**src/rtl/pc_pkg.sv**
```systemverilog
// rtl/pc_pkg.sv - shared constants and next-PC select enum for the PC unit
package pc_pkg;

  localparam int                DEFAULT_WIDTH        = 32;
  localparam int                DEFAULT_INC          = 4;
  localparam logic [31:0]       DEFAULT_RESET_VECTOR = 32'h0000_0000;

  typedef enum logic [1:0] {
    SEL_SEQ      = 2'd0,
    SEL_REDIRECT = 2'd1,
    SEL_HOLD     = 2'd2,
    SEL_RAS      = 2'd3
  } next_pc_sel_t;

endpackage

```
**src/rtl/pc_if.sv**
```systemverilog
// rtl/pc_if.sv - fetch-stage control/status bundle between pipeline and PC unit
interface pc_if
  import pc_pkg::*;
#(
  parameter int WIDTH = DEFAULT_WIDTH
);

  logic             Stall;
  logic             Redirect;
  logic [WIDTH-1:0] RedirectTarget;
  logic             Call;
  logic             Return;
  logic [WIDTH-1:0] PCResult;
  logic [WIDTH-1:0] PCPlusInc;
  logic             Misaligned;
  logic             RasEmpty;
  logic             RasFull;

  // Pipeline side: drives hazard/redirect/call info, observes the fetch address.
  modport master (
    output Stall, Redirect, RedirectTarget, Call, Return,
    input  PCResult, PCPlusInc, Misaligned, RasEmpty, RasFull
  );

  // PC unit side.
  modport slave (
    input  Stall, Redirect, RedirectTarget, Call, Return,
    output PCResult, PCPlusInc, Misaligned, RasEmpty, RasFull
  );

endinterface

```
**src/rtl/pc_ras.sv**
```systemverilog
// rtl/pc_ras.sv - circular return-address stack with saturating count
module pc_ras #(
  parameter int WIDTH = 32,
  parameter int DEPTH = 4
) (
  input  logic             Clk,
  input  logic             Reset,
  input  logic             Push,
  input  logic             Pop,
  input  logic [WIDTH-1:0] PushData,
  output logic [WIDTH-1:0] Top,
  output logic             Empty,
  output logic             Full
);

  localparam int             PW      = $clog2(DEPTH);
  localparam int             CW      = PW + 1;
  localparam logic [CW-1:0]  DEPTH_C = CW'(DEPTH);

  logic [WIDTH-1:0] mem_q [DEPTH];
  logic [PW-1:0]    ptr_q, ptr_d;
  logic [CW-1:0]    cnt_q, cnt_d;
  logic             wr_en;
  logic [PW-1:0]    wr_idx;
  logic             pop_ok;

  assign Empty = (cnt_q == '0);
  assign Full  = (cnt_q == DEPTH_C);
  assign Top   = mem_q[ptr_q];

  // Pointer/count update; a push into a full stack wraps over the oldest entry.
  always_comb begin
    ptr_d  = ptr_q;
    cnt_d  = cnt_q;
    wr_en  = 1'b0;
    wr_idx = ptr_q;
    pop_ok = Pop && !Empty;
    if (Push && pop_ok) begin
      // Call and return together: replace the top in place.
      wr_en  = 1'b1;
      wr_idx = ptr_q;
    end else if (Push) begin
      ptr_d  = ptr_q + PW'(1);
      wr_en  = 1'b1;
      wr_idx = ptr_q + PW'(1);
      if (!Full) begin
        cnt_d = cnt_q + CW'(1);
      end
    end else if (pop_ok) begin
      ptr_d = ptr_q - PW'(1);
      cnt_d = cnt_q - CW'(1);
    end
  end

  // Pointer and count registers; only the count matters after reset.
  always_ff @(posedge Clk or posedge Reset) begin
    if (Reset) begin
      ptr_q <= '0;
      cnt_q <= '0;
    end else begin
      ptr_q <= ptr_d;
      cnt_q <= cnt_d;
    end
  end

  // Entry storage; contents are don't-care until written.
  always_ff @(posedge Clk) begin
    if (wr_en) begin
      mem_q[wr_idx] <= PushData;
    end
  end

endmodule

```
**src/rtl/pc_unit.sv**
```systemverilog
// rtl/pc_unit.sv - fetch PC register with stall/redirect and optional RAS (PC_RAS_EN)
module pc_unit
  import pc_pkg::*;
#(
  parameter int               WIDTH        = DEFAULT_WIDTH,
  parameter logic [WIDTH-1:0] RESET_VECTOR = WIDTH'(DEFAULT_RESET_VECTOR),
  parameter int               INC          = DEFAULT_INC,
  parameter int               RAS_DEPTH    = 4
) (
  input logic   Clk,
  input logic   Reset,
  pc_if.slave   bus
);

  localparam logic [WIDTH-1:0] INC_W = WIDTH'(INC);

  logic [WIDTH-1:0] pc_q, pc_d;
  logic [WIDTH-1:0] pc_seq;
  next_pc_sel_t     sel;
  logic [WIDTH-1:0] ras_top;
  logic             ras_empty;
  logic             ras_full;

  assign pc_seq = pc_q + INC_W;

`ifdef PC_RAS_EN
  logic ras_push;
  logic ras_pop;

  // Stack only moves when the fetch stage actually advances.
  assign ras_push = bus.Call   && !bus.Redirect && !bus.Stall;
  assign ras_pop  = bus.Return && !bus.Redirect && !bus.Stall;

  pc_ras #(
    .WIDTH (WIDTH),
    .DEPTH (RAS_DEPTH)
  ) u_ras (
    .Clk      (Clk),
    .Reset    (Reset),
    .Push     (ras_push),
    .Pop      (ras_pop),
    .PushData (pc_seq),
    .Top      (ras_top),
    .Empty    (ras_empty),
    .Full     (ras_full)
  );
`else
  logic unused_ras_inputs;
  assign unused_ras_inputs = bus.Call ^ bus.Return;
  assign ras_top   = pc_seq;
  assign ras_empty = 1'b1;
  assign ras_full  = 1'b0;
`endif

  // Next-PC priority: redirect beats stall beats predicted return beats sequential.
  always_comb begin
    sel = SEL_SEQ;
    if (bus.Redirect) begin
      sel = SEL_REDIRECT;
    end else if (bus.Stall) begin
      sel = SEL_HOLD;
    end
`ifdef PC_RAS_EN
    else if (bus.Return && !ras_empty) begin
      sel = SEL_RAS;
    end
`endif
    pc_d = pc_seq;
    unique case (sel)
      SEL_REDIRECT: pc_d = bus.RedirectTarget;
      SEL_HOLD:     pc_d = pc_q;
      SEL_RAS:      pc_d = ras_top;
      default:      pc_d = pc_seq;
    endcase
  end

  // Fetch address register, forced to the reset vector asynchronously.
  always_ff @(posedge Clk or posedge Reset) begin
    if (Reset) begin
      pc_q <= RESET_VECTOR;
    end else begin
      pc_q <= pc_d;
    end
  end

  assign bus.PCResult   = pc_q;
  assign bus.PCPlusInc  = pc_seq;
  assign bus.Misaligned = |pc_q[1:0];
  assign bus.RasEmpty   = ras_empty;
  assign bus.RasFull    = ras_full;

endmodule

```
**src/flat_wrapper.sv**
```systemverilog
// flat-port wrapper written by rule: the top's interface ports become plain ports
module pc_unit_flat import pc_pkg::*;
#(
  parameter int               WIDTH        = DEFAULT_WIDTH,
  parameter logic [WIDTH-1:0] RESET_VECTOR = WIDTH'(DEFAULT_RESET_VECTOR),
  parameter int               INC          = DEFAULT_INC,
  parameter int               RAS_DEPTH    = 4
)
  (Clk, Reset, bus_Stall, bus_Redirect, bus_RedirectTarget, bus_Call, bus_Return, bus_PCResult, bus_PCPlusInc, bus_Misaligned, bus_RasEmpty, bus_RasFull);
  pc_if #(.WIDTH(WIDTH)) bus_i ();
  input logic Clk;
  input logic Reset;
  input wire logic [$bits(bus_i.Stall)-1:0] bus_Stall;
  input wire logic [$bits(bus_i.Redirect)-1:0] bus_Redirect;
  input wire logic [$bits(bus_i.RedirectTarget)-1:0] bus_RedirectTarget;
  input wire logic [$bits(bus_i.Call)-1:0] bus_Call;
  input wire logic [$bits(bus_i.Return)-1:0] bus_Return;
  output wire logic [$bits(bus_i.PCResult)-1:0] bus_PCResult;
  output wire logic [$bits(bus_i.PCPlusInc)-1:0] bus_PCPlusInc;
  output wire logic [$bits(bus_i.Misaligned)-1:0] bus_Misaligned;
  output wire logic [$bits(bus_i.RasEmpty)-1:0] bus_RasEmpty;
  output wire logic [$bits(bus_i.RasFull)-1:0] bus_RasFull;
  assign bus_i.Stall = bus_Stall;
  assign bus_i.Redirect = bus_Redirect;
  assign bus_i.RedirectTarget = bus_RedirectTarget;
  assign bus_i.Call = bus_Call;
  assign bus_i.Return = bus_Return;
  assign bus_PCResult = bus_i.PCResult;
  assign bus_PCPlusInc = bus_i.PCPlusInc;
  assign bus_Misaligned = bus_i.Misaligned;
  assign bus_RasEmpty = bus_i.RasEmpty;
  assign bus_RasFull = bus_i.RasFull;
  pc_unit #(.WIDTH(WIDTH), .RESET_VECTOR(RESET_VECTOR), .INC(INC), .RAS_DEPTH(RAS_DEPTH)) u_core (.Clk(Clk), .Reset(Reset), .bus(bus_i));
endmodule
```
**config.mk**
```make
export PLATFORM = sky130hd
export DESIGN_NAME = pc_unit_flat
export DESIGN_NICKNAME = d
export VERILOG_FILES = /design/src/rtl/pc_pkg.sv /design/src/rtl/pc_if.sv /design/src/rtl/pc_ras.sv /design/src/rtl/pc_unit.sv /design/src/flat_wrapper.sv
export SDC_FILE = /design/constraint.sdc
export NUM_CORES = 1
export LEC_CHECK = 0
export ABC_AREA = 1
export BUFFER_PORTS_ARGS = -buffer_cell sky130_fd_sc_hd__buf_2
export CAP_MARGIN = 40
export CORE_MARGIN = 1.5
export CORE_UTILIZATION = 45
export CTS_BUF_LIST = sky130_fd_sc_hd__clkbuf_16
export DETAILED_ROUTE_END_ITERATION = 16
export PLACE_DENSITY = 0.85
export RECOVER_POWER = 100
export SLEW_MARGIN = 20
export SYNTH_ARGS = -nofsm -noshare
export SYNTH_HDL_FRONTEND = slang
export SYNTH_HIERARCHICAL = 1
export SYNTH_SLANG_ARGS = --single-unit
```
**constraint.sdc**
```tcl
create_clock -name Clk -period 1.71 [get_ports Clk]
set_input_delay 0.2565 -clock Clk [delete_from_list [all_inputs] [get_ports Clk]]
set_output_delay 0.2565 -clock Clk [all_outputs]
set_load 0.005 [all_outputs]
```
* Word level (Yosys, flattened, before mapping)
Index checks and enable logic that the tools add are counted.
** Storage, ports and cells
- Input bits :: 38
- Logic and storage cells :: 8
- Register bits after elaboration :: 32
- Output and inout port bits :: 67
** Operators by class
- Add/subtract/negate cells :: 1
- Eq/ne operators :: 2
- Mux-type cells :: 3
- Reduce and logical (&&, ||, !) cells :: 1
** Operators by type and width (count)
- 32-bit case mux with 2 select lines :: 1
- 32-bit by 3-bit adder with 32-bit output, second input constant :: 1
- 2-bit 2-to-1 mux :: 2
- 2-bit by 1-bit == test with 1-bit output, second input constant :: 1
- 2-bit == test, second input constant :: 1
- 2-bit OR reduction :: 1

* Depth between registers and ports, before layout
Gate-level depths: netlist of run 1.
- Depth in word-level cells :: 4
- Mapped depth :: 10
- Gate-level depth less buffers :: 10

* Worst setup path before layout of run 1
Ideal clock, no wire load.
- Path kind :: flip-flop to output port
- From :: register u_core.pc_q[3] (netlist: u_core/bus.PCResult[3])
- To :: output bus_PCPlusInc[22]
- Cell stages (with the launch flop) :: 9
- Data required time :: 1.454 ns
- Setup slack :: 0.199 ns
- Buffers on the path :: 0
- Arrival time :: 1.254 ns
- Cell sequence :: dfrtp_1 -> ha_1 -> nand2_2 -> nor2_4 -> nand2_4 -> nor2_4 -> nand2_1 -> nand2_1 -> nand2_1
** On the way
- Word-level cells in the longest chain between the ends :: 1
** RTL lines
- start, declared :: RTL line pc_unit.sv:17 : logic [WIDTH-1:0] pc_q, pc_d;
- start signal, assigned :: RTL line pc_unit.sv:82 : pc_q <= pc_d;
- 32-bit by 3-bit adder with 32-bit output :: RTL line pc_unit.sv:24 : assign pc_seq = pc_q + INC_W;
- end, declared :: RTL line flat_wrapper.sv:19 : output wire logic [$bits(bus_i.PCPlusInc)-1:0] bus_PCPlusInc;
Every way passes these cells.

* Final worst setup path of run 1
- From :: register u_core.pc_q[2] (netlist: u_core/bus.PCResult[2])
- To :: output bus_PCPlusInc[20]
The elaborated chain is that of the path after synthesis.

==> flow_summary.ini, run 1 <==
[run_status]
status = finished, violations left
violations = negative setup slack

[placed_design]
dp_hpwl_microns = 5398
dpl-instance-area_sq_um = 3085
io_buffers = 100
place.gp.congestion = 0.9139
post-place-ws_ns = -0.03553

[pwr]
power.share.switching_pct = 32.94
p_leak_nw = 1.936
combinationalPowerShare_pct = 30.0
p_seq_share_pct = 36.7
power.density_nw_per_um2 = 732.7
p_int_mw = 1.714
p_sw_mw = 0.8415
p_clk_share_pct = 33.2
ir_drop_v = 0.0004805
power_mw = 2.555

[clocking]
h-tree-depth = 2
cts_tree = yes
clk_latency_ns = 0.28
clockRootBuffer = clkbuf_16
path_clk_slew_ns = 0.05
cts_buffers = 5
clock_sinks = 32
clockBufferDepth = 2

[finish]
antenna_cells = 0
final_common_cell = nand2_1
syn_to_final_growth_pct = 43.51
drive_gt1_share_pct = 35.38
nNetsFinal = 545
utilization_pct = 67.42
largest_register_ff_count = 32
final_cell_mix = nand2_1, buf_2, inv_1
stdcell_area_sq_um = 3487

[floorplan]
start_util_pct = 46.98
core_sq_um = 5172
core.rowCount = 26
die_area_sq_um = 5849
die_w_microns = 76.48
io_pins = 105
die_y_microns = 76.48

[route]
routedWlPerCell_microns = 14.13
drt_wl_total_microns = 8139
remaining_drc_errors = 0
firstDrtPassIters = 6
num_vias = 2922
drt-vias-per-instance = 5.073
antenna_left = 0
drt_iter0_drc = 330

[worst_setup_path]
cp_max_fo = 5
r2r-start = u_core/bus.PCResult[2]$_DFFE_PP0P_
critPathKind = reg -> out
cpPeakStageDelay_ns = 0.37
critPathBufInv = 1
cp.arrival_ns = 1.81
rrSetupSlack_ns = -0.07
cp_top_family = simple AND/OR/NAND/NOR gates
crit_chain = ha_2 -> nand2_2 -> nor2_4 -> nand2_4 -> nor2_4 -> nand2_1 -> nand2_1 -> nand2_2 -> buf_2
worstRegToRegCells = 11
crit_path_top_delay_cell = dfrtp_1
critPathLaunchType = flop
cp-endpoint = bus_PCPlusInc[20]
r2r_end = u_core/bus.PCResult[20]$_DFFE_PP0P_
cp.required_ns = 1.45
crit_path_start = u_core/bus.PCResult[2]$_DFFE_PP0P_
endpoint_kind = output pin
path_depth = 9

[hold_path]
hp-class = in -> reg

[yosys]
syn_avg_cell_area_sq_um = 6.497
ys_seq_area_share_pct = 32.96
async_reset_ff_share_pct = 100.0
synth_seq_cells = 32
ys.flop_type = dfrtp_1
synth_nets = 413
yosysUniqueCellTypes = 23
syn_inst = 374
synth_edf_count = 0
syn_area_sq_um = 2430
yosys_warnings = 6

[timing]
slew_viol_final = 0
period_share_pct = 120.8
min_period_ns = 2.066
hold_viol_final = 0
worstMarginPinSlew_ns = 1.044
fin_setup_tns_ns = -5.758
rsz0062_at_grt = true
setup_violations = 28
setup_ws_ns = -0.3562
fmax_mhz = 484.0
slew_headroom_pct = 30.15
clock_skew_ns = 0.003066

[grt]
grtUsageMet1_pct = 29.39
met2_usage_pct = 47.59
grt_pass1_wl_microns = 12100
antenna_found_initial = 0
grt_use_total_pct = 26.30
met3_usage_pct = 4.790
grt_pass1_vias = 2695
grt_overflow = 0
grt_max_degree = 32
busiest_layer = met2

[flow_run]
cap_violations = 0
[kinds of logic after synthesis]
logic type	Yosys count	synth area share [%]
compound gates	28	7.570
xor+xnor	15	7.261
fa+ha+maj	1	0.5149
buf+inv	71	11.79
flops	32	32.96
other cells	2	0.3091
simple gates	225	39.60
[worst min-delay path by stage]
stage / start / end / cells past startpoint
finish: bus_RedirectTarget[0] / u_core/bus.PCResult[0]$_DFFE_PP0P_ / 3
detailed placement: Reset / u_core/bus.PCResult[1]$_DFFE_PP0P_ / 2
CTS: bus_RedirectTarget[0] / u_core/bus.PCResult[0]$_DFFE_PP0P_ / 3
global placement: Reset / u_core/bus.PCResult[1]$_DFFE_PP0P_ / 2
global route: bus_RedirectTarget[0] / u_core/bus.PCResult[0]$_DFFE_PP0P_ / 3
floorplan: Reset / u_core/bus.PCResult[0]$_DFFE_PP0P_ / 1
[metal layers]
layer | part of all wire (%) | vias up
met5 | 0 | -
met3 | 7.3 | 45
met2 | 50 | 165
met1 | 38 | 1335
li1 | - | 1377
met4 | 4.0 | 0
[power by group through the flow]
| stage | clock network (mW) | logic (mW) | registers [mW] |
|---|---|---|---|
| final | 0.849 | 0.767 | 0.939 |
| after global routing | 0.884 | 0.835 | 0.948 |
| after global placement | 0 | 0.634 | 0.940 |
| after CTS | 0.853 | 0.710 | 0.933 |
| after floorplan | 0 | 0.325 | 0.950 |
| after detailed placement | 0 | 0.654 | 0.944 |
[worst min-delay path: stages]
cell and delay [ns]:
buf_2 0.07, nand2_1 0.04, o21ai_0 0.06
[what timing repair did]
item,CTS,global route
pin swaps,21,16
hold buffers,1,0
buffers inserted,13,9
resized for setup,16,19
setup endpoints to repair,24,29
endpoints found under the hold margin,1,0
cloned,0,0
[per-stage QoR]
stage          std cells  hold WS [ns]
2_1_floorplan        374        0.3727
3_3_place_gp         548       0.09908
3_5_place_dp         548        0.1059
4_1_cts              569        0.1793
5_1_grt              576        0.1976
6_report             576        0.1806
[cells in the mapped netlist, types with 4 or more instances]
cell type    n  area [sq um]
nand2_1    159         596.8
inv_1       59         221.5
dfrtp_1     32         800.8
nor2_1      30         112.6
nand3_1     18         90.09
o21ai_0     15         75.07
a22o_1       8         70.07
nor2_4       8         90.09
xor2_1       8         70.07
xor2_2       6         97.59
buf_2        4         20.02
buf_4        4         30.03
o211ai_1     4         30.03
[layout make-up]
cell class / count / area [sq um]
clock buffers: 5 / 125.1
clock inverters: 2 / 7.507
fillers: 419 / 1685
inverters: 59 / 224.0
multi-input cells: 271 / 1430
flip-flops and latches: 32 / 804.5
well taps: 70 / 87.58
repair buffers: 137 / 808.3
Note: power is estimated with default switching activity, not from simulation.
==> run 2, diff against run 1 <==
Settings changed: MAX_ROUTING_LAYER from default to met4.
==> flow_summary.ini, run 2 (synthesized netlist as in run 1, its figures left out) <==
[grt]
grt_max_degree = 32
grt_pass1_vias = 2698
grt_overflow = 0
antenna_found_initial = 0
grt_use_total_pct = 27.16
grt_pass1_wl_microns = 12110

[floorplan]
die_area_sq_um = 5849
io_pins = 105
core.rowCount = 26
die_y_microns = 76.48
die_w_microns = 76.48
core_sq_um = 5172
start_util_pct = 46.98

[placed_design]
place.gp.congestion = 0.9298
io_buffers = 100
dpl-instance-area_sq_um = 3085
dp_hpwl_microns = 5398

[flow_run]
cap_violations = 0

[pwr]
ir_drop_v = 0.0004797
p_leak_nw = 1.936
power_mw = 2.553
power.density_nw_per_um2 = 732.0

[clocking]
cts_buffers = 5
clockRootBuffer = clkbuf_16
cts_tree = yes
path_clk_slew_ns = 0.05
clockBufferDepth = 2
clk_latency_ns = 0.28
h-tree-depth = 2
clock_sinks = 32

[finish]
syn_to_final_growth_pct = 43.51
final_common_cell = nand2_1
antenna_cells = 0
utilization_pct = 67.42
drive_gt1_share_pct = 35.38
nNetsFinal = 545
nFillCells = 411
final_cell_mix = nand2_1, buf_2, inv_1
largest_register_ff_count = 32
stdcell_area_sq_um = 3487

[timing]
slew_headroom_pct = 31.23
rsz0062_at_grt = true
fmax_mhz = 497.1
fin_setup_tns_ns = -5.700
hold_slack_ns = 0.1793
min_period_ns = 2.012
slew_viol_final = 0
clock_skew_ns = 0.004499
setup_violations = 27
setup_ws_ns = -0.3018
hold_viol_final = 0
worstMarginPinSlew_ns = 1.028
period_share_pct = 117.6

[route]
drt-vias-per-instance = 4.984
antenna_left = 0
routedWlPerCell_microns = 14.10
drt_iter0_drc = 237
num_vias = 2871
drt_wl_total_microns = 8123
remaining_drc_errors = 0
firstDrtPassIters = 5

[worst_setup_path]
cp.required_ns = 1.45
endpoint_kind = output pin
worstRegToRegCells = 10
cp_max_fo = 5
critPathKind = reg -> out
critPathLaunchType = flop
cp.arrival_ns = 1.76

[run_status]
violations = negative setup slack
status = finished, violations left

[hold_path]
hp-class = in -> reg
hold_depth = 3
==> run 2: cell counts in the layout (fill, tap and decap cells not counted) <==
Identical to the previous run, type by type.
==> run 2: worst max-delay path, cell delays in order (launching register included) <==
cell	delay [ns]
dfrtp_1	0.44
nand2_1	0.15
nor2_2	0.19
nand2_4	0.11
nor2_4	0.18
nand2_1	0.08
nand2_1	0.10
nand2_2	0.07
buf_2	0.14
==> run 2: stage by stage <==
| step | std cells | setup slack, ns |
|---|---|---|
| CTS | 569 | -0.2842 |
| global placement | 548 | 0.02846 |
| detailed placement | 548 | -0.03553 |
| global route | 576 | -0.3899 |
| finish | 576 | -0.3018 |
| floorplan | 374 | 0.1994 |
==> run 2: worst paths after layout <==
check	start	to	slack, ns
hold reg to reg	u_core/bus.PCResult[0]$_DFFE_PP0P_	u_core/bus.PCResult[0]$_DFFE_PP0P_	0.57
setup reg to reg	u_core/bus.PCResult[6]$_DFFE_PP0P_	u_core/bus.PCResult[10]$_DFFE_PP0P_	0.01
max in group asynchronous	Reset	u_core/bus.PCResult[10]$_DFFE_PP0P_	0.30
hold / removal	bus_RedirectTarget[0]	u_core/bus.PCResult[0]$_DFFE_PP0P_	0.18
setup / recovery	u_core/bus.PCResult[6]$_DFFE_PP0P_	bus_PCPlusInc[20]	-0.30
min in group asynchronous	Reset	u_core/bus.PCResult[1]$_DFFE_PP0P_	0.38
==> run 2: per-layer routing <==
layer	share of wire, %	vias to the layer above	global-route usage [%]
li1	-	1375	-
met1	39	1338	29.62
met2	51	134	47.41
met3	6.3	24	5.150
met4	2.9	0	13.15
met5	0	-	-
==> run 2: area by class of cell <==
cell class | instances | area [sq um] | share of cell area (%)
multi-input cells | 271 | 1430 | 41.01
repair buffers | 137 | 808.3 | 23.18
flip-flops and latches | 32 | 804.5 | 23.07
inverters | 59 | 224.0 | 6.423
clock buffers | 5 | 125.1 | 3.588
well taps | 70 | 87.58 | 2.512
clock inverters | 2 | 7.507 | 0.2153
==> run 2: timing repair <==
item / CTS / global route
gates resized for setup: 16 / 19
pin swaps: 21 / 16
setup buffers: 13 / 9
setup endpoints to repair: 24 / 29
hold buffers: 1 / 0
endpoints found under the hold margin: 1 / 0
==> run 2: report_power, final <==
part | internal [mW] | leakage [nW] | switching [mW]
Combinational | 0.354 | 1.48 | 0.411
Clock | 0.520 | 0.0648 | 0.327
Sequential | 0.839 | 0.387 | 0.102
Total | 1.71 | 1.94 | 0.840
==> run 3, diff against run 2 <==
Settings changed: CTS_BUF_LIST sky130_fd_sc_hd__clkbuf_16 to default.
==> flow_summary.ini, run 3 (synthesized netlist as in run 1, its figures left out) <==
[run_status]
status = finished, violations left
violations = negative setup slack

[finish]
antenna_cells = 0
final_common_cell = nand2_1
drive_gt1_share_pct = 37.23
syn_to_final_growth_pct = 42.02
nNetsFinal = 544
nFillCells = 421
utilization_pct = 66.72
seqCellArea_sq_um = 808.3
final_cell_mix = nand2_1, buf_2, inv_1
finalNonFillerCells = 575
largest_register_ff_count = 32
multiInputGateArea_sq_um = 1443

[pwr]
ir_drop_v = 0.0004557
power.density_nw_per_um2 = 682.8
p_leak_nw = 1.918

[floorplan]
io_pins = 105
start_util_pct = 46.98
die_area_sq_um = 5849
core_sq_um = 5172
core.rowCount = 26
die_w_microns = 76.48
die_y_microns = 76.48

[placed_design]
dpl.cell_count = 548
dp_hpwl_microns = 5398
place.gp.congestion = 0.9298
io_buffers = 100

[route]
routedWlPerCell_microns = 14.02
num_vias = 2907
routed-wl-met2_microns = 4044
antenna_left = 0
drt_iter0_drc = 218
firstDrtPassIters = 6
remaining_drc_errors = 0
drt_wl_total_microns = 8063
drt-vias-per-instance = 5.056
top_layer = met4
wl_met3_microns = 618
wl_met1_microns = 3028

[worst_setup_path]
critPathBufInv = 2
cp_max_fo = 3
r2r_end = u_core/bus.PCResult[24]$_DFFE_PP0P_
cpPeakStageDelay_ns = 0.39
r2r-start = u_core/bus.PCResult[2]$_DFFE_PP0P_
critPathKind = reg -> out
rrSetupSlack_ns = -0.09
endpoint_kind = output pin
cp.required_ns = 1.45
worstRegToRegCells = 13
cp_top_family = simple AND/OR/NAND/NOR gates
crit_path_top_delay_cell = dfrtp_1
crit_chain = ha_2 -> nand2_2 -> nor2_4 -> buf_6 -> nand2_4 -> nor2_4 -> nand3_1 -> nand2_2 -> buf_2
critPathLaunchType = flop
cp.arrival_ns = 1.78

[clocking]
cts_tree = yes
h-tree-depth = 2
clockRootBuffer = clkbuf_8
clock_sinks = 32
cts_buffers = 5
clockBufferDepth = 2
clk_latency_ns = 0.29
path_clk_slew_ns = 0.07

[timing]
setup_ws_ns = -0.3281
slew_headroom_pct = 37.67
slew_viol_final = 0
min_period_ns = 2.038
rsz0062_at_grt = true
worstMarginPinSlew_ns = 0.9315
setup_violations = 27
fmax_mhz = 490.6
hold_viol_final = 0
clock_skew_ns = 0.003909
period_share_pct = 119.2

[hold_path]
min_to = u_core/bus.PCResult[0]$_DFFE_PP0P_
hp-class = in -> reg
hold_depth = 3
hold_start = bus_RedirectTarget[0]

[grt]
grt_overflow = 0
grt_pass1_wl_microns = 12000
grt_pass1_vias = 2695
grt_use_total_pct = 26.65
grt_max_degree = 32
antenna_found_initial = 0

[flow_run]
cap_violations = 0
[run 3: cell count changes in the layout (fill, tap and decap cells not counted), sizes merged]
cell    previous run  this run
buf              131       130
clkinv             2         0
clkbuf            10        12
[run 3: per-stage QoR]
stage	TNS [ns]	power, mW	hold WS (ns)	cell area, sq um	setup slack, ns
2_1_floorplan	0	1.275	0.3727	2430	0.1994
3_3_place_gp	0	1.573	0.09908	3085	0.02846
3_5_place_dp	-0.1242	1.598	0.1059	3085	-0.03553
4_1_cts	-4.866	2.296	0.1676	3339	-0.3050
5_1_grt	-6.879	2.478	0.1807	3451	-0.3683
6_report	-5.117	2.356	0.1713	3451	-0.3281
[run 3: layout make-up]
| class | count | area share [%] |
|---|---|---|
| multi-input combinational | 271 | 41.81 |
| sequential | 32 | 23.42 |
| timing repair buffer | 136 | 23.02 |
| inverter | 59 | 6.418 |
| clock buffer | 7 | 2.792 |
| tap | 70 | 2.538 |
[run 3: repair_timing]
action / 4_1_cts / 5_1_grt
hold buffers: 1 / 0
gates resized for setup: 16 / 28
endpoints found under the setup margin: 25 / 29
pin swaps: 19 / 18
endpoints found under the hold margin: 1 / 0
buffers inserted: 13 / 9
[run 3: per-layer routing]
| layer | global-route usage, % | vias to the layer above |
|---|---|---|
| met5 | - | - |
| met4 | 15.74 | 0 |
| met3 | 4.431 | 49 |
| met2 | 46.07 | 173 |
| met1 | 28.69 | 1310 |
| li1 | - | 1375 |
[run 3: power breakdown]
part           internal [mW]  switching (mW)
sequential             0.839           0.102
clock                  0.358           0.290
combinational          0.354           0.413
total                   1.55           0.805
[run 3: how the worst max path moves through the flow]
| stage | start | endpoint | slack [ns] | depth (start not counted) |
|---|---|---|---|---|
| 4_1_cts | u_core/bus.PCResult[2]$_DFFE_PP0P_ | bus_PCPlusInc[20] | -0.31 | 9 |
| 3_5_place_dp | u_core/bus.PCResult[2]$_DFFE_PP0P_ | bus_PCPlusInc[26] | -0.04 | 9 |
| 5_1_grt | u_core/bus.PCResult[7]$_DFFE_PP0P_ | bus_PCPlusInc[20] | -0.37 | 8 |
| 3_3_place_gp | u_core/bus.PCResult[2]$_DFFE_PP0P_ | bus_PCPlusInc[26] | 0.03 | 9 |
| 6_report | u_core/bus.PCResult[2]$_DFFE_PP0P_ | bus_PCPlusInc[24] | -0.33 | 9 |
| 2_1_floorplan | u_core/bus.PCResult[3]$_DFFE_PP0P_ | bus_PCPlusInc[22] | 0.20 | 8 |
[run 3: tightest hold or removal path: stages]
cell	delay [ns]
buf_2	0.07
nand2_1	0.04
o21ai_0	0.06
